===== config.mk =====
export PLATFORM = sky130hd
export DESIGN_NAME = tlul_host_arbiter_flat
export DESIGN_NICKNAME = d
export VERILOG_FILES = /design/src/rtl/tlul_host_arbiter_pkg.sv /design/src/rtl/tlul_pkg.sv /design/src/rtl/tlul_host_arbiter_if.sv /design/src/rtl/tlul_host_arbiter_rr_arbiter.sv /design/src/rtl/tlul_host_arbiter.sv /design/src/flat_wrapper.sv
export SDC_FILE = /design/constraint.sdc
export NUM_CORES = 1
export LEC_CHECK = 0
export ABC_AREA = 1
export CORE_AREA = 2 2 162 164
export CTS_BUF_LIST = sky130_fd_sc_hd__clkbuf_16
export DETAILED_ROUTE_END_ITERATION = 8
export DIE_AREA = 0 0 164 166
export GPL_TIMING_DRIVEN = 1
export PLACE_DENSITY_LB_ADDON = 0.25
export REMOVE_ABC_BUFFERS = 1
export SYNTH_ARGS = -nofsm -noshare
export SYNTH_HDL_FRONTEND = slang
export SYNTH_SLANG_ARGS = --single-unit

===== constraint.sdc =====
create_clock -name clk_i -period 1.3 [get_ports clk_i]
set_input_delay 0.13 -clock clk_i [delete_from_list [all_inputs] [get_ports clk_i]]
set_output_delay 0.13 -clock clk_i [all_outputs]
set_load 0.03 [all_outputs]

===== src/rtl/tlul_host_arbiter_pkg.sv =====
// Local types and helpers for the TL-UL host arbiter.
package tlul_host_arbiter_pkg;

  typedef enum logic [1:0] {
    Idle = 2'd0,
    Req  = 2'd1,
    Rsp  = 2'd2
  } arb_state_e;

  // (a + b) mod n for a, b < n; used to walk the request ring from the pointer.
  function automatic int wrap_add(input int a, input int b, input int n);
    int s;
    s = a + b;
    if (s >= n) begin
      s = s - n;
    end else begin
      s = s;
    end
    return s;
  endfunction

endpackage


===== src/rtl/tlul_pkg.sv =====
// TL-UL channel types, opcodes and the idle channel constants that the arbiter,
// test hosts and device shims share.
package tlul_pkg;

  typedef enum logic [2:0] {
    PutFullData    = 3'h0,
    PutPartialData = 3'h1,
    Get            = 3'h4
  } tl_a_op_e;

  typedef enum logic [2:0] {
    AccessAck     = 3'h0,
    AccessAckData = 3'h1
  } tl_d_op_e;

  typedef struct packed {
    logic        a_valid;
    tl_a_op_e    a_opcode;
    logic [2:0]  a_param;
    logic [1:0]  a_size;
    logic [7:0]  a_source;
    logic [31:0] a_address;
    logic [3:0]  a_mask;
    logic [31:0] a_data;
    logic        d_ready;
  } tl_h2d_t;

  typedef struct packed {
    logic        d_valid;
    tl_d_op_e    d_opcode;
    logic [2:0]  d_param;
    logic [1:0]  d_size;
    logic [7:0]  d_source;
    logic        d_sink;
    logic [31:0] d_data;
    logic        d_error;
    logic        a_ready;
  } tl_d2h_t;

  // Host-to-device channel with nothing requested and nothing accepted.
  localparam tl_h2d_t TL_H2D_IDLE = '{
    a_valid:   1'b0,
    a_opcode:  PutFullData,
    a_param:   3'h0,
    a_size:    2'h0,
    a_source:  8'h00,
    a_address: 32'h0000_0000,
    a_mask:    4'h0,
    a_data:    32'h0000_0000,
    d_ready:   1'b0
  };

  // Device-to-host channel with no response and no A-channel acceptance.
  localparam tl_d2h_t TL_D2H_IDLE = '{
    d_valid:  1'b0,
    d_opcode: AccessAck,
    d_param:  3'h0,
    d_size:   2'h0,
    d_source: 8'h00,
    d_sink:   1'b0,
    d_data:   32'h0000_0000,
    d_error:  1'b0,
    a_ready:  1'b0
  };

endpackage


===== src/rtl/tlul_host_arbiter_if.sv =====
// Bundles the per-host TL-UL ports and the shared device port of the arbiter.
// The slave modport is the arbiter's view; master is the surrounding system.
interface tlul_host_arbiter_if
  import tlul_pkg::*;
#(
  parameter int NumHosts = 2
) ();

  tl_h2d_t tl_h_i [NumHosts];
  tl_d2h_t tl_h_o [NumHosts];
  tl_h2d_t tl_d_o;
  tl_d2h_t tl_d_i;

  modport master (
    output tl_h_i,
    output tl_d_i,
    input  tl_h_o,
    input  tl_d_o
  );

  modport slave (
    input  tl_h_i,
    input  tl_d_i,
    output tl_h_o,
    output tl_d_o
  );

endinterface


===== src/rtl/tlul_host_arbiter_rr_arbiter.sv =====
// Combinational round-robin pick: first asserted request at or after the
// pointer, wrapping around the ring.
module rr_arbiter
  import tlul_host_arbiter_pkg::*;
#(
  parameter int NumHosts = 2,
  localparam int IdxW = $clog2(NumHosts)
) (
  input  logic [NumHosts-1:0] req,
  input  logic [IdxW-1:0]     ptr,
  output logic [NumHosts-1:0] gnt,
  output logic [IdxW-1:0]     idx,
  output logic                any
);

  logic [IdxW-1:0] cand_s;

  // Scan the ring starting at ptr and keep the first requester found.
  always_comb begin
    gnt    = '0;
    idx    = '0;
    any    = 1'b0;
    cand_s = '0;
    for (int i = 0; i < NumHosts; i++) begin
      cand_s = IdxW'(wrap_add(int'(ptr), i, NumHosts));
      if (!any && req[cand_s]) begin
        any         = 1'b1;
        idx         = cand_s;
        gnt[cand_s] = 1'b1;
      end else begin
        any = any;
      end
    end
  end

endmodule


===== src/rtl/tlul_host_arbiter.sv =====
// Shares one TL-UL device port between NumHosts hosts with a single
// outstanding transaction: arbitrate (Idle), forward A (Req), return D (Rsp).
module tlul_host_arbiter
  import tlul_pkg::*;
  import tlul_host_arbiter_pkg::*;
#(
  parameter int NumHosts = 2
) (
  input  logic                 clk_i,
  input  logic                 rst_ni,
  tlul_host_arbiter_if.slave   bus,
  output logic [NumHosts-1:0]  gnt_o
);

  localparam int IdxW = $clog2(NumHosts);

  arb_state_e          state_r, state_s;
  logic [IdxW-1:0]     idx_r, idx_s;
  logic [IdxW-1:0]     rr_ptr_r, rr_ptr_s;
  logic [NumHosts-1:0] gnt_r, gnt_s;

  logic [NumHosts-1:0] req_s;
  logic [NumHosts-1:0] arb_gnt_s;
  logic [IdxW-1:0]     arb_idx_s;
  logic                arb_any_s;
  tl_h2d_t             sel_h2d_s;

  // Collect A-channel requests and select the granted host's channel.
  always_comb begin
    req_s     = '0;
    sel_h2d_s = TL_H2D_IDLE;
    for (int k = 0; k < NumHosts; k++) begin
      req_s[k] = bus.tl_h_i[k].a_valid;
      if (IdxW'(k) == idx_r) begin
        sel_h2d_s = bus.tl_h_i[k];
      end else begin
        sel_h2d_s = sel_h2d_s;
      end
    end
  end

  rr_arbiter #(
    .NumHosts (NumHosts)
  ) u_rr_arbiter (
    .req (req_s),
    .ptr (rr_ptr_r),
    .gnt (arb_gnt_s),
    .idx (arb_idx_s),
    .any (arb_any_s)
  );

  // Next-state logic: grant in Idle, wait for the A handshake in Req, wait for
  // the D handshake in Rsp and then move the pointer past the served host.
  always_comb begin
    state_s  = state_r;
    idx_s    = idx_r;
    rr_ptr_s = rr_ptr_r;
    gnt_s    = gnt_r;
    case (state_r)
      Idle: begin
        if (arb_any_s) begin
          state_s = Req;
          idx_s   = arb_idx_s;
          gnt_s   = arb_gnt_s;
        end else begin
          state_s = Idle;
        end
      end
      Req: begin
        // Grant is held even if the host withdraws a_valid.
        if (sel_h2d_s.a_valid && bus.tl_d_i.a_ready) begin
          state_s = Rsp;
        end else begin
          state_s = Req;
        end
      end
      Rsp: begin
        if (bus.tl_d_i.d_valid && sel_h2d_s.d_ready) begin
          state_s  = Idle;
          gnt_s    = '0;
          rr_ptr_s = (idx_r == IdxW'(NumHosts - 1)) ? '0 : idx_r + IdxW'(1);
        end else begin
          state_s = Rsp;
        end
      end
      default: begin
        state_s = Idle;
        gnt_s   = '0;
      end
    endcase
  end

  // State, grant index, owner vector and round-robin pointer registers.
  always_ff @(posedge clk_i or negedge rst_ni) begin
    if (!rst_ni) begin
      state_r  <= Idle;
      idx_r    <= '0;
      rr_ptr_r <= '0;
      gnt_r    <= '0;
    end else begin
      state_r  <= state_s;
      idx_r    <= idx_s;
      rr_ptr_r <= rr_ptr_s;
      gnt_r    <= gnt_s;
    end
  end

  // Channel steering: only the owner ever sees a_ready or d_valid, and the
  // device sees d_ready only while a response is expected.
  always_comb begin
    bus.tl_d_o = TL_H2D_IDLE;
    for (int k = 0; k < NumHosts; k++) begin
      bus.tl_h_o[k] = TL_D2H_IDLE;
    end
    case (state_r)
      Req: begin
        bus.tl_d_o         = sel_h2d_s;
        bus.tl_d_o.d_ready = 1'b0;
        for (int k = 0; k < NumHosts; k++) begin
          if (IdxW'(k) == idx_r) begin
            bus.tl_h_o[k].a_ready = bus.tl_d_i.a_ready;
          end else begin
            bus.tl_h_o[k].a_ready = 1'b0;
          end
        end
      end
      Rsp: begin
        bus.tl_d_o.d_ready = sel_h2d_s.d_ready;
        for (int k = 0; k < NumHosts; k++) begin
          if (IdxW'(k) == idx_r) begin
            bus.tl_h_o[k]         = bus.tl_d_i;
            bus.tl_h_o[k].a_ready = 1'b0;
          end else begin
            bus.tl_h_o[k] = TL_D2H_IDLE;
          end
        end
      end
      default: begin
        bus.tl_d_o = TL_H2D_IDLE;
      end
    endcase
  end

  assign gnt_o = gnt_r;

endmodule


===== src/flat_wrapper.sv =====
// flat-port wrapper written by rule: the top's interface ports become plain ports
module tlul_host_arbiter_flat import tlul_pkg::*; import tlul_host_arbiter_pkg::*;
#(
  parameter int NumHosts = 2
)
  (clk_i, rst_ni, gnt_o, bus_tl_h_i, bus_tl_d_i, bus_tl_h_o, bus_tl_d_o);
  tlul_host_arbiter_if #(.NumHosts(NumHosts)) bus_i ();
  input  logic clk_i;
  input  logic rst_ni;
  output logic [NumHosts-1:0] gnt_o;
  input wire logic [$bits(bus_i.tl_h_i)-1:0] bus_tl_h_i;
  input wire logic [$bits(bus_i.tl_d_i)-1:0] bus_tl_d_i;
  output wire logic [$bits(bus_i.tl_h_o)-1:0] bus_tl_h_o;
  output wire logic [$bits(bus_i.tl_d_o)-1:0] bus_tl_d_o;
  assign bus_i.tl_h_i = {>>{bus_tl_h_i}};
  assign bus_i.tl_d_i = bus_tl_d_i;
  assign bus_tl_h_o = {>>{bus_i.tl_h_o}};
  assign bus_tl_d_o = bus_i.tl_d_o;
  tlul_host_arbiter #(.NumHosts(NumHosts)) u_core (.clk_i(clk_i), .rst_ni(rst_ni), .bus(bus_i), .gnt_o(gnt_o));
endmodule

# == After elaboration in Yosys (flattened, before gate mapping) ==
# Index checks and enable logic that the tools add are counted.
# totals
register_bits,6
ramBits,0
latchBits,0
in_bits,226
romBits,0
output_inout_bits,192
n_memories,0
word_cells,65
# op_classes
shifts,0
order_cmp,6
muxes,35
n_bitwise,2
reduce_logical,10
n_div,0
n_addsub,4
eq_ne,4
n_mul,0
# op_table
cell,count
52-bit 2-to-1 mux,2
51-bit 2-to-1 mux,2
86-bit 2-to-1 mux,1
85-bit 2-to-1 mux,1
1-bit 2-to-1 mux,17
2-bit 2-to-1 mux,6
2-bit case mux with 3 select lines,2
1-bit logical AND,5
1-bit by 2-bit < comparator with 1-bit output (second input constant),2
2-bit by 1-bit inequality test with 1-bit output (second input constant),2
1-bit case mux with 2 select lines,2
2-bit AND reduction,2
3-bit AND reduction,1
1-bit by 1-bit adder with 2-bit output (second input constant),1
1-bit demux with 1-bit select,2
2-bit by 1-bit == test with 1-bit output (second input constant),1
2-bit == test (second input constant),1
1-bit >= comparator (second input constant),2
1-bit by 2-bit >= comparator with 1-bit output (second input constant),1
2-bit >= comparator (second input constant),1
2-bit zero test,1
2-bit bitwise OR,1
1-bit subtractor (second input constant),2
1-bit adder (second input constant),1
2 further kinds,2

# == Depth between registers and ports, before layout ==
# Gate-level depths: netlist of the first run.
# depth
depth_word,11
mapped_depth,8
mapped_depth_nobuf,7

# == Modules after synthesis ==
# From an unflattened synthesis of the first run, not the netlist that was laid out.
# hier_totals
hier_cells,507
hier_area_um2,2880.3
# modules_own_cells
mod,n_inst,area_each_um2,cells_each,seq_area_each_um2
tlul_host_arbiter,1,2850.2,500,150.1
rr_arbiter,1,30.0,7,0.0

# == Least setup slack after synthesis of the first run ==
# Ideal clock, no wire load.
# synth_timing
path_type,reg2out
start,register u_core.state_r[1]
end,output port bus_tl_h_o[52]
n_path_buf,1
t_arrival_ns,1.401
t_required_ns,1.170
stages_incl_launch_ff,5
setup_slack_ns,-0.231
path_cell_list,dfrtp_1 > nor2_4 > inv_2 > buf_6 > nor3_1
# synth_between
elab_chain_cells,2
word_cells_on_any_way,3
cone_classes,eq/ne (2); mux (1)
# synth_rtl
item,line,source
from (decl),tlul_host_arbiter.sv:17,"arb_state_e state_r, state_s;"
from (signal assigned),tlul_host_arbiter.sv:96,state_r <= Idle;
from (signal assigned),tlul_host_arbiter.sv:101,state_r <= state_s;
2-bit == test or 2-bit by 1-bit == test with 1-bit output (tied branches),tlul_host_arbiter.sv:115,case (state_r)
1-bit case mux with 2 select lines *,tlul_host_arbiter.sv:115,
to (decl),flat_wrapper.sv:13,output wire logic [$bits(bus_i.tl_h_o)-1:0] bus_tl_h_o;
# Mark *: on every way between the ends. The rest lies on a longest branch, timed or not.

# == Worst setup path after layout of the first run ==
# layout_timing
start,register u_core.idx_r
end,output port bus_tl_h_o[85]
# layout_between
elab_chain_cells,2
# layout_rtl
item,line,source
from (decl),tlul_host_arbiter.sv:18,"logic [IdxW-1:0] idx_r, idx_s;"
from (signal assigned),tlul_host_arbiter.sv:102,idx_r <= idx_s;
52-bit 2-to-1 mux,tlul_host_arbiter.sv:130,if (IdxW'(k) == idx_r) begin
51-bit 2-to-1 mux,tlul_host_arbiter.sv:115,
# No other way between the ends.

==> reports/results.txt, run 1 <==
The sum of routed wire length over all layers came out at 22400 um. The share of the synthesized area in the top cell type works out to 0.284. The tools report the worst-skew pair later-pin latency as 230 ps. The number of ports placed on the die boundary came out at 418. Setup repair after global routing could not meet its margin everywhere. Max-cap violations in this run came to 0. The worst path required time was 1170 ps; the average wire length per cell after detail routing was 17.2 um. The critical path class was reg2out.

Compared with the post-synthesis result, the final layout area differs by 306%. For this run, the post-layout net count is 1197. The logs give 32 for the maximum number of pins on one net before global-route repair and 195 for the setup violation total in the final timing report. The kind of end point of the critical path was an output pin. For the register area share after synthesis, the log shows 0.0620. For the fmax, the log shows 570 MHz. The flow ran to the end, but the final reports show violations. The number of register bits inferred by synthesis is 6.

The tools report the headroom to the max-slew limit as 0.787. Clock tree synthesis found a total of 6 sinks. At the end of routability-driven placement, the weighted congestion stood at 0.813.

The detail route stage leaves a number of antenna-violating nets equal to 0. The placeable core region was 25600 sq um; the power per unit of standard cell area was 2010 nW/um^2. Once placement finished, the instance area stood at 6750 sq um.

Number of H-tree levels: 1. The cell area after synthesis is 2420 sq um. The detailed router finished its first iteration with 133 violations. The finished cells cover 9840 sq um. Most frequently used flop master after synthesis: sky130_fd_sc_hd__dfrtp_1. Row generation in the floorplan step produced 59 rows.

The layout cell share with drive strength beyond 1 was 0.514. The cts-stage hold buffer count is 0, and the detailed-route DRC error count is 0. The wire-length estimate of the detail-placed layout is 14200 um. The final-report max-slew violation count is 0. TritonCTS built the clock tree.

The measured slew at the worst slew-check pin was 320 ps. The register-to-register path setup slack was -160 ps; the average size of a mapped cell was 4.90 sq um. The number of antenna violations at the first check in global routing was 1.

On the final layout, the worst hold slack is 159 ps. The horizontal extent of the die came out at 164 um. Clock-pin slew was measured on the worst setup and hold paths at 30 ps.

The checks that failed: negative setup slack. The worst setup path is launched from a flop. The die outline height came out at 166 um. In the post-synthesis netlist, the cell with the most instances is sky130_fd_sc_hd__nand2_1.

Overall global routing resource usage: 0.135. The total CTS buffers was 3; the area enclosed by the die boundary was 27200 sq um. For the setup slack of the critical path after layout, the log shows -454 ps.

The final global-route overflow total was 0. In this run the deepest clock path goes through 2 buffers. The run gives 0.0945 as the initial standard-cell utilization of the core. The ratio of routed vias to standard cells was 3.88.

The critical path goes through buf_12, nor2_4, inv_8, clkbuf_16, nor2_1, buf_4. The tightest min-delay check is of the in2async type. Counting instances in the post-synthesis netlist gives the leading cell types as 183 x sky130_fd_sc_hd__nand2_1, 96 x sky130_fd_sc_hd__nor2_1, 65 x sky130_fd_sc_hd__a21oi_1. The tree is rooted in a sky130_fd_sc_hd__clkbuf_16.

The largest single stage delay on the critical path is 510 ps. The first-pass GRT wire length is 28500 um, and the count of cell types in the netlist is 23. The via count was 5066; the count of input and output buffers was 417. The count of TritonRoute iterations in the first routing pass was 4; the diode insertion count for antenna repair was 0. Final clock skew: 1.03 ps.

The leading area contributor after synthesis is sky130_fd_sc_hd__nand2_1. The async set-or-reset flop fraction in the synthesized netlist was 1.00; the arrival time of the worst setup path was 1620 ps. The Yosys warning count came out at 0.

For this design the static power due to leakage is 4.17 nW. Yosys mapped a number of flops with a built-in enable equal to 0. The largest individual stage delay along the critical path comes from the cell sky130_fd_sc_hd__dfrtp_4. The run gives 5069 as the via count of the first global-routing pass. The post-synthesis cell count is 494.

Share of the clock period used by the worst path after layout: 1.35. IR analysis of the VDD net gives a maximum drop of 0.00133 V. In this run the worst path has a maximum fanout of 7.

The count of final hold-check violations was 0; the final critical delay including setup and external delays was 1750 ps. Sorting the synthesized cells by area gives the leading types as sky130_fd_sc_hd__nand2_1 28%, sky130_fd_sc_hd__nor2_1 15%, sky130_fd_sc_hd__a21oi_1 13%, sky130_fd_sc_hd__inv_1 9.0%, sky130_fd_sc_hd__buf_6 8.4%.
## stage by stage
stage / worst slack [ps] / utilization / power, mW / setup TNS [ps] / std cells
floorplan: -1850 / - / 6.47 / -300720 / 456
global placement: -277 / 0.263 / 12.4 / -25160 / 1258
detailed placement: -289 / 0.263 / 12.4 / -26410 / 1258
CTS: -410 / 0.315 / 15.8 / -67580 / 1290
global route: -495 / 0.384 / 20.7 / -76960 / 1305
finish: -454 / 0.384 / 19.7 / -66230 / 1305
## layout by cell type (no fill, tap or decap), types with 2 or more instances in the layout
cell	netlist	layout
sky130_fd_sc_hd__a21oi_1	65	6
sky130_fd_sc_hd__a21oi_2	20	38
sky130_fd_sc_hd__a21oi_4	0	41
sky130_fd_sc_hd__buf_12	0	23
sky130_fd_sc_hd__buf_16	0	7
sky130_fd_sc_hd__buf_4	7	37
sky130_fd_sc_hd__buf_6	18	187
sky130_fd_sc_hd__buf_8	0	15
sky130_fd_sc_hd__clkbuf_16	0	12
sky130_fd_sc_hd__clkdlybuf4s50_1	0	225
sky130_fd_sc_hd__dfrtp_1	6	4
sky130_fd_sc_hd__dlygate4sd2_1	0	2
sky130_fd_sc_hd__inv_1	58	57
sky130_fd_sc_hd__nand2_1	183	153
sky130_fd_sc_hd__nand2_2	1	12
sky130_fd_sc_hd__nand2_4	1	19
sky130_fd_sc_hd__nand2_8	0	4
sky130_fd_sc_hd__nor2_1	96	18
sky130_fd_sc_hd__nor2_2	11	12
sky130_fd_sc_hd__nor2_4	2	79
sky130_fd_sc_hd__nor3_4	0	2
sky130_fd_sc_hd__o21ai_1	1	2
## kinds of logic after synthesis
logic type | share of synthesized area
compound gates | 0.222
simple gates | 0.488
flops | 0.0620
buf+inv | 0.228
## path summary, 6_finish.rpt
| check | end | from | cells after the start |
|---|---|---|---|
| hold reg to reg | u_core.gnt_o[0] | u_core.gnt_o[0] | 2 |
| min in group clk_i | u_core.gnt_o[0] | u_core.gnt_o[0] | 2 |
| setup reg to reg | u_core.gnt_o[1] | u_core.idx_r | 10 |
| hold / removal | u_core.gnt_o[1] | rst_ni | 1 |
| max in group asynchronous | u_core.idx_r | rst_ni | 1 |
| setup / recovery | bus_tl_h_o[85] | u_core.idx_r | 6 |
## worst max-delay path, delay by kind of cell (launching register included)
kind / cells / cell delay, ps
flip-flops: 1 / 510
buffers and inverters: 4 / 610
AND/OR/NAND/NOR: 2 / 260
## registers in the layout (all words and copies together) (netlist names)
| name | cells |
|---|---|
| u_core.state_r | 2 |
| u_core.gnt_o | 2 |
| u_core.idx_r | 1 |
| u_core.rr_ptr_r | 1 |
## per-layer routing
metal,global-route usage,share of wire,vias up
met3,0.0240,0.075,24
li1,-,-,2457
met5,0,0.00049,-
met4,0.0256,0.016,2
met2,0.278,0.56,254
met1,0.139,0.35,2329
## layout make-up
cell class	count	area [sq um]
sequential	6	155
clock buffer	3	75.1
tap	335	419
timing repair buffer	506	5790
multi-input combinational	392	3110
timing repair inverter	1	16.3
clock inverter	1	3.75
inverter	61	272
fill	2572	15800
## report_power, final
group / total [mW] / switching (mW) / internal [mW]
combinational: 18.8 / 10.3 / 8.57
clock: 0.505 / 0.106 / 0.399
sequential: 0.386 / 0.0971 / 0.289
## what timing repair did
action                     in CTS  in global routing
gates resized for setup       217                348
setup buffers                  17                  6
pin swaps                      18                 28
hold endpoints to repair        0                  0
setup endpoints to repair     196                195
cloned                         11                 10
(Power assumes the default switching activity.)
==> run 2: changes to the inputs <==
- HOLD_SLACK_MARGIN: unset -> 0.12
==> results of run 2 <==
The final DEF is identical to that of run 1; final timing and power are the same.
